[src/rtl/puf_resp_collector.sv]
`timescale 1ns/1ps
`default_nettype none
// ============================================================================
// Module   : puf_resp_collector
// Purpose  : Triggers a single-bit CT-PUF core repeatedly, majority-votes each
//            response bit over VOTES evaluations, assembles a RESP_BITS word,
//            counts non-unanimous bits and hands the word off via valid/ack.
// Revision : 1.0 - initial release
// ============================================================================
module puf_resp_collector #(
    parameter int RESP_BITS   = 8,   // response bits per word
    parameter int VOTES       = 5,   // evaluations per bit, odd and >= 1
    parameter int TRIG_CYCLES = 2,   // trig high cycles per evaluation, >= 1
    parameter int SETTLE      = 4    // trig low cycles before sampling, >= 2
) (
    input  logic                             clk,
    input  logic                             reset,
    input  logic                             start,
    input  logic                             ack,
    input  logic                             puf_bit,
    output logic                             trig,
    output logic                             busy,
    output logic                             valid,
    output logic [RESP_BITS-1:0]             resp,
    output logic [$clog2(RESP_BITS+1)-1:0]   unstable_cnt
);

    localparam int c_ONES_W = $clog2(VOTES + 1);
    localparam int c_UNST_W = $clog2(RESP_BITS + 1);
    localparam int c_BIT_W  = (RESP_BITS > 1) ? $clog2(RESP_BITS) : 1;
    localparam int c_VOTE_W = (VOTES > 1) ? $clog2(VOTES) : 1;
    localparam int c_CNT_MAX = (TRIG_CYCLES > SETTLE) ? TRIG_CYCLES : SETTLE;
    localparam int c_CNT_W  = $clog2(c_CNT_MAX + 1);

    localparam logic [c_CNT_W-1:0]  c_TRIG_LAST   = c_CNT_W'(TRIG_CYCLES - 1);
    localparam logic [c_CNT_W-1:0]  c_SETTLE_LAST = c_CNT_W'(SETTLE - 1);
    localparam logic [c_VOTE_W-1:0] c_VOTE_LAST   = c_VOTE_W'(VOTES - 1);
    localparam logic [c_BIT_W-1:0]  c_BIT_LAST    = c_BIT_W'(RESP_BITS - 1);
    localparam logic [c_ONES_W-1:0] c_ONES_ALL    = c_ONES_W'(VOTES);
    localparam logic [c_ONES_W-1:0] c_ONES_HALF   = c_ONES_W'(VOTES / 2);

    localparam logic [2:0] S_IDLE   = 3'd0;
    localparam logic [2:0] S_TRIG   = 3'd1;
    localparam logic [2:0] S_SETTLE = 3'd2;
    localparam logic [2:0] S_SAMPLE = 3'd3;
    localparam logic [2:0] S_DECIDE = 3'd4;
    localparam logic [2:0] S_DONE   = 3'd5;

    logic [2:0]           r_state;
    logic [2:0]           w_next_state;
    logic                 r_sync1;
    logic                 r_sync2;
    logic [c_CNT_W-1:0]   r_cnt;
    logic [c_VOTE_W-1:0]  r_vote_idx;
    logic [c_BIT_W-1:0]   r_bit_idx;
    logic [c_ONES_W-1:0]  r_ones;
    logic [RESP_BITS-1:0] r_resp;
    logic [c_UNST_W-1:0]  r_unst;
    logic                 w_trig;
    logic                 w_busy;
    logic                 w_valid;

    always_ff @(posedge clk or negedge reset) begin
        if (!reset) begin
            r_state <= S_IDLE;
        end else begin
            r_state <= w_next_state;
        end
    end

    // Outputs depend on the registered state only, so trig cannot glitch.
    always_comb begin
        w_next_state = r_state;
        w_trig       = 1'b0;
        w_busy       = 1'b1;
        w_valid      = 1'b0;
        case (r_state)
            S_IDLE: begin
                w_busy = 1'b0;
                if (start) w_next_state = S_TRIG;
            end
            S_TRIG: begin
                w_trig = 1'b1;
                if (r_cnt == c_TRIG_LAST) w_next_state = S_SETTLE;
            end
            S_SETTLE: begin
                if (r_cnt == c_SETTLE_LAST) w_next_state = S_SAMPLE;
            end
            S_SAMPLE: begin
                w_next_state = (r_vote_idx == c_VOTE_LAST) ? S_DECIDE : S_TRIG;
            end
            S_DECIDE: begin
                w_next_state = (r_bit_idx == c_BIT_LAST) ? S_DONE : S_TRIG;
            end
            S_DONE: begin
                w_busy  = 1'b0;
                w_valid = 1'b1;
                if (ack) w_next_state = S_IDLE;
            end
            default: begin
                w_busy       = 1'b0;
                w_next_state = S_IDLE;
            end
        endcase
    end

    always_ff @(posedge clk or negedge reset) begin
        if (!reset) begin
            r_sync1    <= 1'b0;
            r_sync2    <= 1'b0;
            r_cnt      <= '0;
            r_vote_idx <= '0;
            r_bit_idx  <= '0;
            r_ones     <= '0;
            r_resp     <= '0;
            r_unst     <= '0;
        end else begin
            r_sync1 <= puf_bit;
            r_sync2 <= r_sync1;
            case (r_state)
                S_IDLE: begin
                    if (start) begin
                        r_resp     <= '0;
                        r_unst     <= '0;
                        r_bit_idx  <= '0;
                        r_vote_idx <= '0;
                        r_ones     <= '0;
                        r_cnt      <= '0;
                    end
                end
                S_TRIG: begin
                    r_cnt <= (r_cnt == c_TRIG_LAST) ? '0 : r_cnt + c_CNT_W'(1);
                end
                S_SETTLE: begin
                    r_cnt <= (r_cnt == c_SETTLE_LAST) ? '0 : r_cnt + c_CNT_W'(1);
                end
                S_SAMPLE: begin
                    r_ones <= r_ones + c_ONES_W'(r_sync2);
                    if (r_vote_idx != c_VOTE_LAST) begin
                        r_vote_idx <= r_vote_idx + c_VOTE_W'(1);
                    end
                end
                S_DECIDE: begin
                    r_resp[r_bit_idx] <= (r_ones > c_ONES_HALF);
                    // A bit is unstable when its votes were split.
                    if ((r_ones != '0) && (r_ones != c_ONES_ALL)) begin
                        r_unst <= r_unst + c_UNST_W'(1);
                    end
                    r_ones     <= '0;
                    r_vote_idx <= '0;
                    if (r_bit_idx != c_BIT_LAST) begin
                        r_bit_idx <= r_bit_idx + c_BIT_W'(1);
                    end
                end
                default: begin
                end
            endcase
        end
    end

    assign trig         = w_trig;
    assign busy         = w_busy;
    assign valid        = w_valid;
    assign resp         = r_resp;
    assign unstable_cnt = r_unst;

endmodule
`default_nettype wire

[config.mk]
export PLATFORM = sky130hd
export DESIGN_NAME = puf_resp_collector
export DESIGN_NICKNAME = d
export VERILOG_FILES = /design/src/rtl/puf_resp_collector.sv
export SDC_FILE = /design/constraint.sdc
export NUM_CORES = 1
export LEC_CHECK = 0
export ABC_AREA = 1
export CAP_MARGIN = 0
export CORE_ASPECT_RATIO = 1.4
export CORE_MARGIN = 3
export CORE_UTILIZATION = 45
export DETAILED_ROUTE_END_ITERATION = 8
export HOLD_SLACK_MARGIN = 0.08
export PLACE_DENSITY_LB_ADDON = 0.05
export REMOVE_ABC_BUFFERS = 1
export SYNTH_ARGS = -nofsm -noshare
export SYNTH_HDL_FRONTEND = slang
export SYNTH_SLANG_ARGS = --single-unit
[constraint.sdc]
create_clock -name clk -period 2.38 [get_ports clk]
set_clock_uncertainty 0.2 [all_clocks]
set_input_delay 0.357 -clock clk [delete_from_list [all_inputs] [get_ports clk]]
set_output_delay 0.357 -clock clk [all_outputs]
set_load 0.01 [all_outputs]
==> results of run 1 <==
flip-flops by register name, summed over array words and instances, names as in the netlist:
name          count
r_ones            3
r_state           3
r_sync1           1
r_sync2           1
resp              8
unstable_cnt      4
r_bit_idx         3
r_vote_idx        3
r_cnt             3
cell type report:
cell class / instances / area (um2) / share of cell area
inverter: 25 / 93.8 / 0.0501
sequential: 29 / 727 / 0.388
multi-input combinational: 133 / 724 / 0.387
clock buffer: 8 / 80.1 / 0.0428
timing repair buffer: 20 / 198 / 0.106
tap: 39 / 48.8 / 0.0261
cell families after synthesis:
| logic type | count (synthesis) | share of synthesized area |
|---|---|---|
| buf+inv | 27 | 0.0706 |
| compound gates | 25 | 0.0834 |
| xor+xnor | 3 | 0.0168 |
| simple gates | 94 | 0.276 |
| flops | 29 | 0.465 |
| fa+ha+maj | 11 | 0.0882 |
layout by cell type, fill, tap and decap left out:
| master | n |
|---|---|
| inv_2 | 5 |
| o221ai_1 | 1 |
| ha_1 | 11 |
| buf_4 | 1 |
| o21ai_1 | 9 |
| xnor2_1 | 1 |
| inv_1 | 20 |
| a21oi_1 | 5 |
| nand3b_1 | 1 |
| nand2_2 | 5 |
| nand4_1 | 3 |
| nand2_1 | 40 |
| o21ai_0 | 9 |
| dfrtp_2 | 1 |
| clkbuf_1 | 3 |
| nor2_4 | 2 |
| nor3_1 | 1 |
| xor2_1 | 2 |
| nand3_1 | 25 |
| nor2_1 | 16 |
| clkdlybuf4s50_1 | 19 |
| o22ai_1 | 1 |
| dfrtp_1 | 28 |
| nand3_2 | 1 |
| clkbuf_8 | 5 |
cell usage after synthesis, drive strengths merged:
cell / n
nor2: 18
nand3: 26
o21ai: 18
a21oi: 5
o221ai: 1
nand4: 3
inv: 25
buf: 2
xnor2: 1
o22ai: 1
nand2: 45
ha: 11
xor2: 2
dfrtp: 29
nor3: 1
nand3b: 1
worst max-delay path, stage by stage, from the launching register on:
cell and delay (ns):
dfrtp_1 0.45, nor2_4 0.19, nand2_2 0.13, nand4_1 0.12, clkdlybuf4s50_1 0.54
final timing paths:
| kind | startpoint | endpoint | slack (ns) |
|---|---|---|---|
| min in group asynchronous | reset | r_ones[1] | 0.27 |
| hold / removal | r_sync1 | r_sync2 | 0.15 |
| setup / recovery | r_state[1] | busy | 0.12 |
| setup reg to reg | r_bit_idx[0] | r_bit_idx[1] | 0.73 |
| max in group asynchronous | reset | r_state[0] | 1.42 |
| hold reg to reg | r_sync1 | r_sync2 | 0.15 |
stage by stage:
stage	cell area, um2	util	setup slack, ns	instances	hold slack (ns)
after floorplan	1540	-	0.913	187	-0.139
after global placement	1790	0.557	0.444	246	0.134
after detailed placement	1790	0.557	0.390	246	0.139
after CTS	1870	0.582	0.0747	254	0.153
after global routing	1870	0.583	0.0625	254	0.180
final	1870	0.583	0.124	254	0.151
power groups by stage:
| stage | Clock, mW | Combinational, mW | Sequential (mW) |
|---|---|---|---|
| 4_1_cts | 0.389 | 0.621 | 0.652 |
| 5_1_grt | 0.411 | 0.708 | 0.666 |
| 2_1_floorplan | 0 | 0.441 | 0.645 |
| 6_report | 0.375 | 0.610 | 0.656 |
| 3_5_place_dp | 0 | 0.618 | 0.660 |
| 3_3_place_gp | 0 | 0.597 | 0.653 |
routing by layer:
metal,share of wire,GRT usage,up-vias
li1,-,-,667
met1,0.39,0.157,620
met2,0.54,0.316,35
met3,0.059,0.0525,5
met4,0.019,0.103,0
met5,0,0,-
timing repair:
item,in CTS,in global routing
resized for setup,0,1
endpoints found under the setup margin,0,1
endpoints found under the hold margin,0,0
hold buffers,0,0
==> flow_summary.json, run 1 <==
{
  "gr-total-overflow": 0,
  "avgRoutedWirePerCell_um": 12.4,
  "drive_above_1_share": 0.0930,
  "drtPass1Iterations": 5,
  "crit_required_ns": 1.82,
  "arrival_ns": 1.70,
  "io_pins": 20,
  "clock_path_buffers": 2,
  "start_util": 0.486,
  "numPortBuffers": 19,
  "yosysWarnings": 0,
  "intPower_mw": 1.00,
  "grt_pass1_wl_um": 5410,
  "die_x_um": 55.8,
  "layout_min_cycle_time_ns": 2.26,
  "ant_nets": 0,
  "hold_viol": 0,
  "hpwl_um": 2470,
  "fmax_mhz": 443,
  "holdPathStages": 0,
  "reg2reg_depth": 6,
  "setup_viol": 0,
  "yosysSeqAreaShare": 0.465,
  "cp-start-kind": "flop",
  "cts_buffers": 5,
  "worstMarginPinSlew_ns": 0.603,
  "syn_to_final_growth_pct": 20.0,
  "power_mw": 1.64,
  "power_density_mw_per_mm2": 876,
  "ys_ff_latch": 29,
  "crit_type": "flop to primary output",
  "swShare": 0.388,
  "initialDrtViolationCount": 30,
  "nets": 230,
  "status": "completed",
  "netlist_area_mm2": 0.00156,
  "worstHoldPathType": "flop to flop",
  "switching_power_mw": 0.637,
  "die_h_um": 75.7,
  "path_max_fanout": 6,
  "period_share": 0.948,
  "design.die.area_mm2": 0.00422,
  "fin_setup_tns_ns": 0,
  "drc": 0,
  "syn_inst": 189,
  "fillCellCount": 309,
  "num_rows": 24,
  "p_comb_frac": 0.372,
  "grt.total_usage": 0.166,
  "netlist.area_leader.share": 0.465,
  "grt_max_degree": 30,
  "synth_area_per_cell_um2": 8.26,
  "clock_power_share": 0.229,
  "globalplace.congestion": 0.844,
  "yosysUniqueCellTypes": 22,
  "clock_latency_ns": 0.27,
  "end_kind": "primary output",
  "cts.root.buffer_cell": "clkbuf_8",
  "yosys.area.top_type": "dfrtp_1",
  "irDropWorstVdd_mv": 0.619,
  "antenna_cells": 0,
  "clk_pin_slew_ns": 0.06,
  "cts_setup_buffers": 0,
  "num_vias": 1327,
  "max_slew_margin": 0.598,
  "cts_sinks": 29,
  "p_leak_nw": 0.929,
  "viasPerCell": 5.22,
  "wl_um": 3140,
  "antenna_found_initial": 0,
  "finalMaxSlewViolations": 0,
  "rsz0062_at_grt": "false",
  "synth_area_leaders": "dfrtp_1 (47%), nand2_1 (9.6%), ha_1 (8.8%)",
  "core_area_mm2": 0.00321,
  "grt_pass1_vias": 1305,
  "htree_num_levels": 2,
  "cts_tree": "built",
  "max-cap-violations": 0,
  "p_seq_frac": 0.400
}
Power figures use the tool's default switching activity.
==> run 2: changes to the inputs <==
Settings changed: SKIP_LAST_GASP from default to 1.
==> results of run 2 <==
Final layout, timing and power as in run 1 (identical DEF).
==> run 3: changes to the inputs <==
Clock period 2.38 ns to 2.7 ns, I/O delays scaled along.
==> flow_summary.json, run 3 (synthesis results as in run 1) <==
{
  "htree_num_levels": 2,
  "timing.final.ws_setup_ns": 0.350,
  "numPortBuffers": 19,
  "syn_to_final_growth_pct": 19.9,
  "cts_setup_buffers": 0,
  "globalplace.congestion": 0.844,
  "rsz0062_at_grt": "false",
  "initialDrtViolationCount": 30,
  "cts_sinks": 29,
  "cp-start-kind": "flop",
  "end_kind": "primary output",
  "reg2reg_depth": 6,
  "crit_required_ns": 2.10,
  "nets": 230,
  "path_max_fanout": 5,
  "min-delay-start": "r_sync1",
  "drc": 0,
  "core_area_mm2": 0.00321,
  "cts.repair.resized": 0,
  "setup_viol": 0,
  "max_slew_margin": 0.596,
  "status": "completed",
  "grt_pass1_wl_um": 5410,
  "grt_max_degree": 30,
  "hpwl_um": 2470,
  "fillCellCount": 310,
  "io_pins": 20,
  "final_common_cell": "nand2_1",
  "antenna_found_initial": 0,
  "worstMarginPinSlew_ns": 0.607,
  "arrival_ns": 1.74,
  "wl_um": 3130,
  "num_vias": 1328,
  "drive_above_1_share": 0.0884,
  "worstHoldPathType": "flop to flop",
  "r2r_end": "r_bit_idx[1]",
  "grt.total_usage": 0.166,
  "hold_slack_ns": 0.151,
  "clock_path_buffers": 2,
  "power_mw": 1.44,
  "cts_tree": "built",
  "max-cap-violations": 0,
  "design.die.area_mm2": 0.00422,
  "gr-total-overflow": 0,
  "hold_buffers": 0,
  "viasPerCell": 5.23,
  "start_util": 0.486,
  "largest_reg_flops": 8,
  "rrSetupSlack_ns": 1.05,
  "hold_viol": 0,
  "avgRoutedWirePerCell_um": 12.3,
  "post-route-util": 0.582,
  "period_share": 0.870,
  "layout_min_cycle_time_ns": 2.35,
  "p_leak_nw": 0.930,
  "clk_pin_slew_ns": 0.06,
  "holdPathStages": 0,
  "die_x_um": 55.8,
  "r2r_start": "r_bit_idx[0]",
  "hold_end": "r_sync2",
  "fin_setup_tns_ns": 0,
  "die_h_um": 75.7,
  "drtPass1Iterations": 4,
  "cts.root.buffer_cell": "clkbuf_8",
  "crit_type": "flop to primary output",
  "finalMaxSlewViolations": 0,
  "cts_buffers": 5,
  "clock_latency_ns": 0.27,
  "fmax_mhz": 426,
  "grt_pass1_vias": 1305,
  "antenna_cells": 0,
  "preCtsSetupSlack_ns": 0.662,
  "mostFrequentLayoutCells": "nand2_1 (40), dfrtp_1 (29), nand3_1 (25)",
  "irDropWorstVdd_mv": 0.546,
  "num_rows": 24,
  "ant_nets": 0,
  "power_density_mw_per_mm2": 772
}
-- run 3: changes by cell type in the layout (fill, tap and decap cells not counted) --
| cell | previous run | this run |
|---|---|---|
| dfrtp_1 | 28 | 29 |
| dfrtp_2 | 1 | 0 |
-- run 3: power breakdown --
part           switching (mW)  internal, mW
sequential             0.0729         0.503
clock                   0.148         0.182
combinational           0.340         0.197
-- run 3: layer usage --
metal | vias up | GRT usage | share of wire
met5 | - | 0 | 0
met4 | 0 | 0.103 | 0.020
met3 | 7 | 0.0525 | 0.057
met2 | 34 | 0.316 | 0.53
met1 | 620 | 0.157 | 0.39
li1 | 667 | - | -
-- run 3: area by class of cell --
class	count	area [um2]	area share
Inverter	25	93.8	0.0502
Tap cell	39	48.8	0.0261
Clock buffer	8	80.1	0.0428
Multi-Input combinational cell	133	724	0.387
Timing Repair Buffer	20	198	0.106
Sequential cell	29	726	0.388
-- run 3: how the worst max path moves through the flow --
stage | start | endpoint | slack (ns)
floorplan | r_cnt[0] | r_state[0] | 1.23
global placement | r_state[0] | busy | 0.72
global route | r_state[0] | busy | 0.26
CTS | r_state[0] | busy | 0.35
finish | r_state[0] | busy | 0.35
detailed placement | r_state[0] | busy | 0.66
-- run 3: critical path: stages (launching register included) --
cell             delay, ns
dfrtp_1               0.48
inv_2                 0.09
nor2_1                0.15
nand2_1               0.11
nand4_1               0.11
clkdlybuf4s50_1       0.54
-- run 3: per-stage QoR --
stage	std cells	instance area (um2)
finish	254	1870
global route	254	1870
CTS	254	1870
detailed placement	246	1790
global placement	246	1790
floorplan	187	1540
